File: config.mk
export PLATFORM = sky130hd
export DESIGN_NAME = hdlc_rx_deframer
export DESIGN_NICKNAME = d
export VERILOG_FILES = /design/src/rtl/hdlc_rx_deframer.sv
export SDC_FILE = /design/constraint.sdc
export NUM_CORES = 1
export LEC_CHECK = 0
export ABC_AREA = 0
export ABC_CLOCK_PERIOD_IN_PS = 3600
export CORE_ASPECT_RATIO = 1.5
export CORE_UTILIZATION = 30
export CTS_CLUSTER_SIZE = 8
export DETAILED_ROUTE_END_ITERATION = 8
export PLACE_DENSITY = 0.49
export SLEW_MARGIN = 20
export SYNTH_ARGS = -nofsm -noshare
export SYNTH_HDL_FRONTEND = slang
export SYNTH_SLANG_ARGS = --single-unit
File: constraint.sdc
create_clock -name Clk -period 3.6 [get_ports Clk]
set_input_delay 0.72 -clock Clk [delete_from_list [all_inputs] [get_ports Clk]]
set_output_delay 0.72 -clock Clk [all_outputs]
set_load 0.02 [all_outputs]
File: src/rtl/hdlc_rx_deframer.sv
// HDLC receive deframer: flag hunt, zero destuffing, abort detection, byte assembly.
// Define HDLC_RX_MAXLEN_EN to enable the MAX_BYTES frame length check.
module hdlc_rx_deframer #(
    parameter int MAX_BYTES = 126
) (
    input  logic       Clk,
    input  logic       Rst,
    input  logic       Rx,
    input  logic       RxEN,
    output logic [7:0] Rx_Data,
    output logic       Rx_NewByte,
    output logic       Rx_EoF,
    output logic [7:0] Rx_FrameSize,
    output logic       Rx_ValidFrame,
    output logic       Rx_FlagDetect,
    output logic       Rx_AbortDetect,
    output logic       Rx_FrameError,
    output logic       ZeroDetect
);

    typedef enum logic [1:0] {IDLE, FLAG, FRAME} state_t;

    state_t      state, state_n;
    logic [2:0]  ones, ones_n;
    logic [3:0]  bc, bc_n, bc_inc;
    logic [7:0]  sh, sh_n, shifted;
    logic [7:0]  hold, hold_n;
    logic [7:0]  count, count_n;
    logic [7:0]  data_n, size_n;
    logic        new_n, eof_n, valid_n, flag_n, abort_n, ferr_n, zero_n;
    logic        is_flag, is_abort, is_stuff;
    logic        len_chk_en, over_len;

    function automatic logic [7:0] sat_inc(input logic [7:0] v);
        return (v == 8'hFF) ? v : v + 8'd1;
    endfunction

    assign is_flag  = !Rx && (ones == 3'd6);
    assign is_abort =  Rx && (ones == 3'd6);
    assign is_stuff = !Rx && (ones == 3'd5);
    assign shifted  = {Rx, sh[7:1]};
    assign bc_inc   = bc + 4'd1;

`ifdef HDLC_RX_MAXLEN_EN
    assign len_chk_en = 1'b1;
`else
    assign len_chk_en = 1'b0;
`endif
    // released bytes + held byte + the byte just completed
    assign over_len = len_chk_en && ((int'({24'd0, count}) + 2) > MAX_BYTES);

    always_comb begin
        state_n = state;
        ones_n  = ones;
        bc_n    = bc;
        sh_n    = sh;
        hold_n  = hold;
        count_n = count;
        data_n  = Rx_Data;
        size_n  = Rx_FrameSize;
        new_n   = 1'b0;
        eof_n   = 1'b0;
        flag_n  = 1'b0;
        abort_n = 1'b0;
        ferr_n  = 1'b0;
        zero_n  = 1'b0;
        if (RxEN) begin
            ones_n = Rx ? ((ones == 3'd7) ? ones : ones + 3'd1) : 3'd0;
            flag_n = is_flag;
            zero_n = is_stuff && (state != IDLE);
            if (!is_stuff) begin
                sh_n = shifted;
                bc_n = bc_inc;
            end
            case (state)
                IDLE: begin
                    bc_n = 4'd0;
                    if (is_flag) state_n = FLAG;
                end
                FLAG: begin
                    if (is_flag) begin
                        bc_n = 4'd0;
                    end else if (is_abort) begin
                        bc_n    = 4'd0;
                        state_n = IDLE;
                    end else if (!is_stuff && bc_inc == 4'd8) begin
                        hold_n  = shifted;
                        bc_n    = 4'd0;
                        count_n = 8'd0;
                        state_n = FRAME;
                    end
                end
                FRAME: begin
                    if (is_flag) begin
                        // the flag's final bit completing a byte marks an aligned end
                        if (bc_inc == 4'd8) begin
                            new_n  = 1'b1;
                            eof_n  = 1'b1;
                            data_n = hold;
                            size_n = sat_inc(count);
                        end else begin
                            ferr_n = 1'b1;
                        end
                        bc_n    = 4'd0;
                        state_n = FLAG;
                    end else if (is_abort) begin
                        abort_n = 1'b1;
                        bc_n    = 4'd0;
                        state_n = IDLE;
                    end else if (!is_stuff && bc_inc == 4'd8) begin
                        bc_n = 4'd0;
                        if (over_len) begin
                            ferr_n  = 1'b1;
                            state_n = IDLE;
                        end else begin
                            new_n   = 1'b1;
                            data_n  = hold;
                            count_n = sat_inc(count);
                            hold_n  = shifted;
                        end
                    end
                end
                default: state_n = IDLE;
            endcase
        end
        valid_n = (state_n == FRAME);
    end

    always_ff @(posedge Clk) begin
        if (!Rst) begin
            state <= IDLE;
        end else begin
            state <= state_n;
        end
    end

    always_ff @(posedge Clk) begin
        if (!Rst) begin
            ones           <= 3'd0;
            bc             <= 4'd0;
            sh             <= 8'd0;
            hold           <= 8'd0;
            count          <= 8'd0;
            Rx_Data        <= 8'd0;
            Rx_NewByte     <= 1'b0;
            Rx_EoF         <= 1'b0;
            Rx_FrameSize   <= 8'd0;
            Rx_ValidFrame  <= 1'b0;
            Rx_FlagDetect  <= 1'b0;
            Rx_AbortDetect <= 1'b0;
            Rx_FrameError  <= 1'b0;
            ZeroDetect     <= 1'b0;
        end else begin
            ones           <= ones_n;
            bc             <= bc_n;
            sh             <= sh_n;
            hold           <= hold_n;
            count          <= count_n;
            Rx_Data        <= data_n;
            Rx_NewByte     <= new_n;
            Rx_EoF         <= eof_n;
            Rx_FrameSize   <= size_n;
            Rx_ValidFrame  <= valid_n;
            Rx_FlagDetect  <= flag_n;
            Rx_AbortDetect <= abort_n;
            Rx_FrameError  <= ferr_n;
            ZeroDetect     <= zero_n;
        end
    end

endmodule

==> summary.md <==
| Metric | Value |
|---|---|
| R2r endpoint | `Rx_ValidFrame$_SDFF_PN0_` |
| Max transition margin | `0.628` |
| Worst Slack Setup Final | `1.09 ns` |
| Peak VDD IR | `208 uV` |
| Share of cells above drive strength 1 | `0.0653` |
| Crit path max fanout | `16` |
| Antenna diode count | `0` |
| Worst-margin pin slew | `0.557 ns` |
| Final min period | `2.51 ns` |
| Die height | `118 um` |
| PwrDens | `363 nW/um2` |
| H-tree depth | `2` |
| Final Max Tran Viols | `0` |
| DPL Wire Length | `4.41 mm` |
| Crit start category | `input pin` |
| Pre-CTS WS | `0.763 ns` |
| # setup viols final | `0` |
| Worst-Skew Late Latency | `0.30 ns` |
| Max-cap violations | `0` |
| Hold buffer count at cts | `0` |
| Clk buf depth | `2` |
| Via density | `5.00` |
| CTS Buf Count | `5` |
| Setup bufs post-CTS | `0` |
| DRC | `0` |
| Clock Skew | `0.00467 ns` |
| TNS Setup | `0 ns` |
| RSZ-0062 raised after global routing | `no` |
| Global placement routability congestion | `0.809` |
| Mapped Nets | `329` |
| Initial Util | `0.315` |
| FMAX | `0.398 GHz` |
| Number of nets in the layout | `351` |
| Commonest non-fill, non-tap cell in the layout | `nand2_1` |
| Post-CTS Resized | `0` |
| I/O pins | `27` |
| Initial antenna violation count | `0` |
| Share of the yosys chip area belonging to registers | `0.411` |
| CTS root buf | `clkbuf_16` |
| First-pass GRT wire length | `10.4 mm` |
| Clock-pin slew on the worst setup and hold paths | `0.08 ns` |
| Hold Path Depth | `2` |
| Mapped cell area | `2680 um2` |
| Status | `complete, no violations` |
| Die X | `79.2 um` |
| Hold Startpoint | `Rx_Data[7]$_SDFFE_PN0P_` |
| Core Footprint | `8520 um2` |
| FP Rows | `41` |
| Ys flop type | `dfxtp_1` |
| Hold EP | `Rx_Data[7]$_SDFFE_PN0P_` |
| Crit Path Category | `in -> reg` |
| R2R setup slack | `1.41 ns` |
| Dpl cell area | `3040 um2` |
| Total congestion overflow | `0` |
| Area grow syn2layout | `19.1%` |
| Port bufs | `26` |
| Worst reg2reg path depth | `7` |
| Final instance area | `3190 um2` |
| Yosys reg bits | `55` |
| Yosys warnings | `0` |
| Mapped Cells | `314` |
| Total Wirelength | `6.13 mm` |
| Final critical-path share of the clock period | `0.698` |
| Synth unique cells | `56` |
| Asr flop ratio synth | `0` |
| Vias in the first global route | `2183` |
| Core Util, Final | `0.375` |
| EDFF count, synth | `0` |
| Final hold violation count | `0` |
| 1st-iter DRT viols | `91` |
| CP endpoint kind | `flip-flop` |
| CP required | `3.79 ns` |
| Drt first pass iters | `4` |
| Via count | `2219` |
| Die ar. | `9320 um2` |
| Syn Area/Cell | `8.53 um2` |
| Leak Pwr | `1.11 nW` |
| DR WL/cell | `13.8 um` |
| Worst EP arrival | `2.70 ns` |
| CTS tree | `built` |
| CTS sink cnt | `55` |
| Largest net degree at the start of global routing | `21` |
| Commonest cells after routing, fill and taps aside | `nand2_1 (70), dfxtp_1 (55), clkdlybuf4s50_1 (26)` |
| GR Util All Layers | `0.142` |
| HP Class | `reg -> reg` |
| Post-DRT Antenna Nets | `0` |
| Reg2reg start | `state[0]$_SDFF_PN0_` |
worst max path at each step:
stage,startpoint,endpoint,slack [ns]
finish,RxEN,Rx_FrameSize[0]$_SDFFE_PN0P_,1.09
global route,RxEN,Rx_FrameSize[2]$_SDFFE_PN0P_,0.91
CTS,RxEN,Rx_FrameSize[2]$_SDFFE_PN0P_,1.08
detailed placement,RxEN,Rx_FrameSize[0]$_SDFFE_PN0P_,0.76
global placement,RxEN,Rx_FrameSize[0]$_SDFFE_PN0P_,0.75
floorplan,Rx,Rx_FrameSize[0]$_SDFFE_PN0P_,1.68
flip-flops by register name (all words and copies together) (netlist names):
signal and count:
Rx_FrameError 1, Rx_AbortDetect 1, count 8, state 2, Rx_EoF 1, hold 8, bc 4, Rx_NewByte 1
ones 3, sh 7, Rx_FrameSize 8, Rx_FlagDetect 1, Rx_Data 8, ZeroDetect 1, Rx_ValidFrame 1
cell type report:
cell class                      instances  area (um2)
Multi-Input combinational cell        235        1480
Timing Repair Buffer                   30         290
Clock buffer                            5         125
Sequential cell                        55        1100
Clock inverter                          3        26.3
Inverter                                9        33.8
Fill cell                             934        5330
Tap cell                              107         134
cells by family (layout without fill, tap and decap cells):
group           count (synthesis)  count (layout)  synth area share
xor+xnor                        4               4            0.0131
fa+ha+maj                      11              11            0.0514
compound gates                 60              60             0.153
buf+inv                        24              47            0.0388
flops                          55              55             0.411
mux                            22              22            0.0831
simple gates                  138             138             0.249
power by group:
group          total [mW]  internal, mW  leakage [nW]  switching [mW]
Clock               0.505         0.265        0.0748           0.240
Sequential          0.614         0.610         0.443         0.00321
Combinational      0.0399        0.0128         0.596          0.0271
Total                1.16         0.888          1.11           0.270
worst max-delay path: stages:
cell	delay (ns)
clkdlybuf4s50_1	0.82
nand2_1	0.20
nor3_1	0.22
a22o_1	0.45
mux2i_1	0.24
nor2_1	0.05
synthesized netlist by cell type (all sizes together) (2+ instances only):
cell type / number / area [um2]
and3: 2 / 12.5
ha: 11 / 138
nand2: 70 / 263
nor2: 19 / 71.3
mux2: 2 / 22.5
nor3: 12 / 81.3
nor2b: 4 / 25.0
or4: 2 / 15.0
xnor2: 3 / 26.3
nand3b: 3 / 22.5
nand4b: 2 / 17.5
o211ai: 5 / 37.5
a21o: 2 / 15.0
a2bb2oi: 2 / 17.5
o21bai: 3 / 22.5
nand2b: 4 / 25.0
a221oi: 2 / 17.5
inv: 8 / 30.0
a211oi: 5 / 37.5
dfxtp: 55 / 1100
nand3: 7 / 45.0
buf: 10 / 51.3
a21boi: 2 / 15.0
a22oi: 4 / 30.0
or2: 3 / 18.8
and2: 5 / 31.3
nand4: 2 / 12.5
clkbuf: 5 / 18.8
mux2i: 20 / 200
o21ai: 11 / 66.3
a21oi: 15 / 78.8
layer usage:
metal,global-route usage,wire length [um],vias to the layer above,part of all wire
li1,-,-,1134,-
met5,0,0,-,0
met3,0.0302,204,4,0.033
met2,0.247,3190,35,0.52
met4,0.0705,68,0,0.011
met1,0.159,2670,1046,0.44
through the flow:
stage	hold slack, ns	instances	total power, mW
floorplan	0.437	314	0.655
global placement	0.445	436	0.669
detailed placement	0.449	436	0.668
CTS	0.464	444	1.18
global route	0.484	444	1.20
finish	0.457	444	1.16
Power figures use the tool's default switching activity.
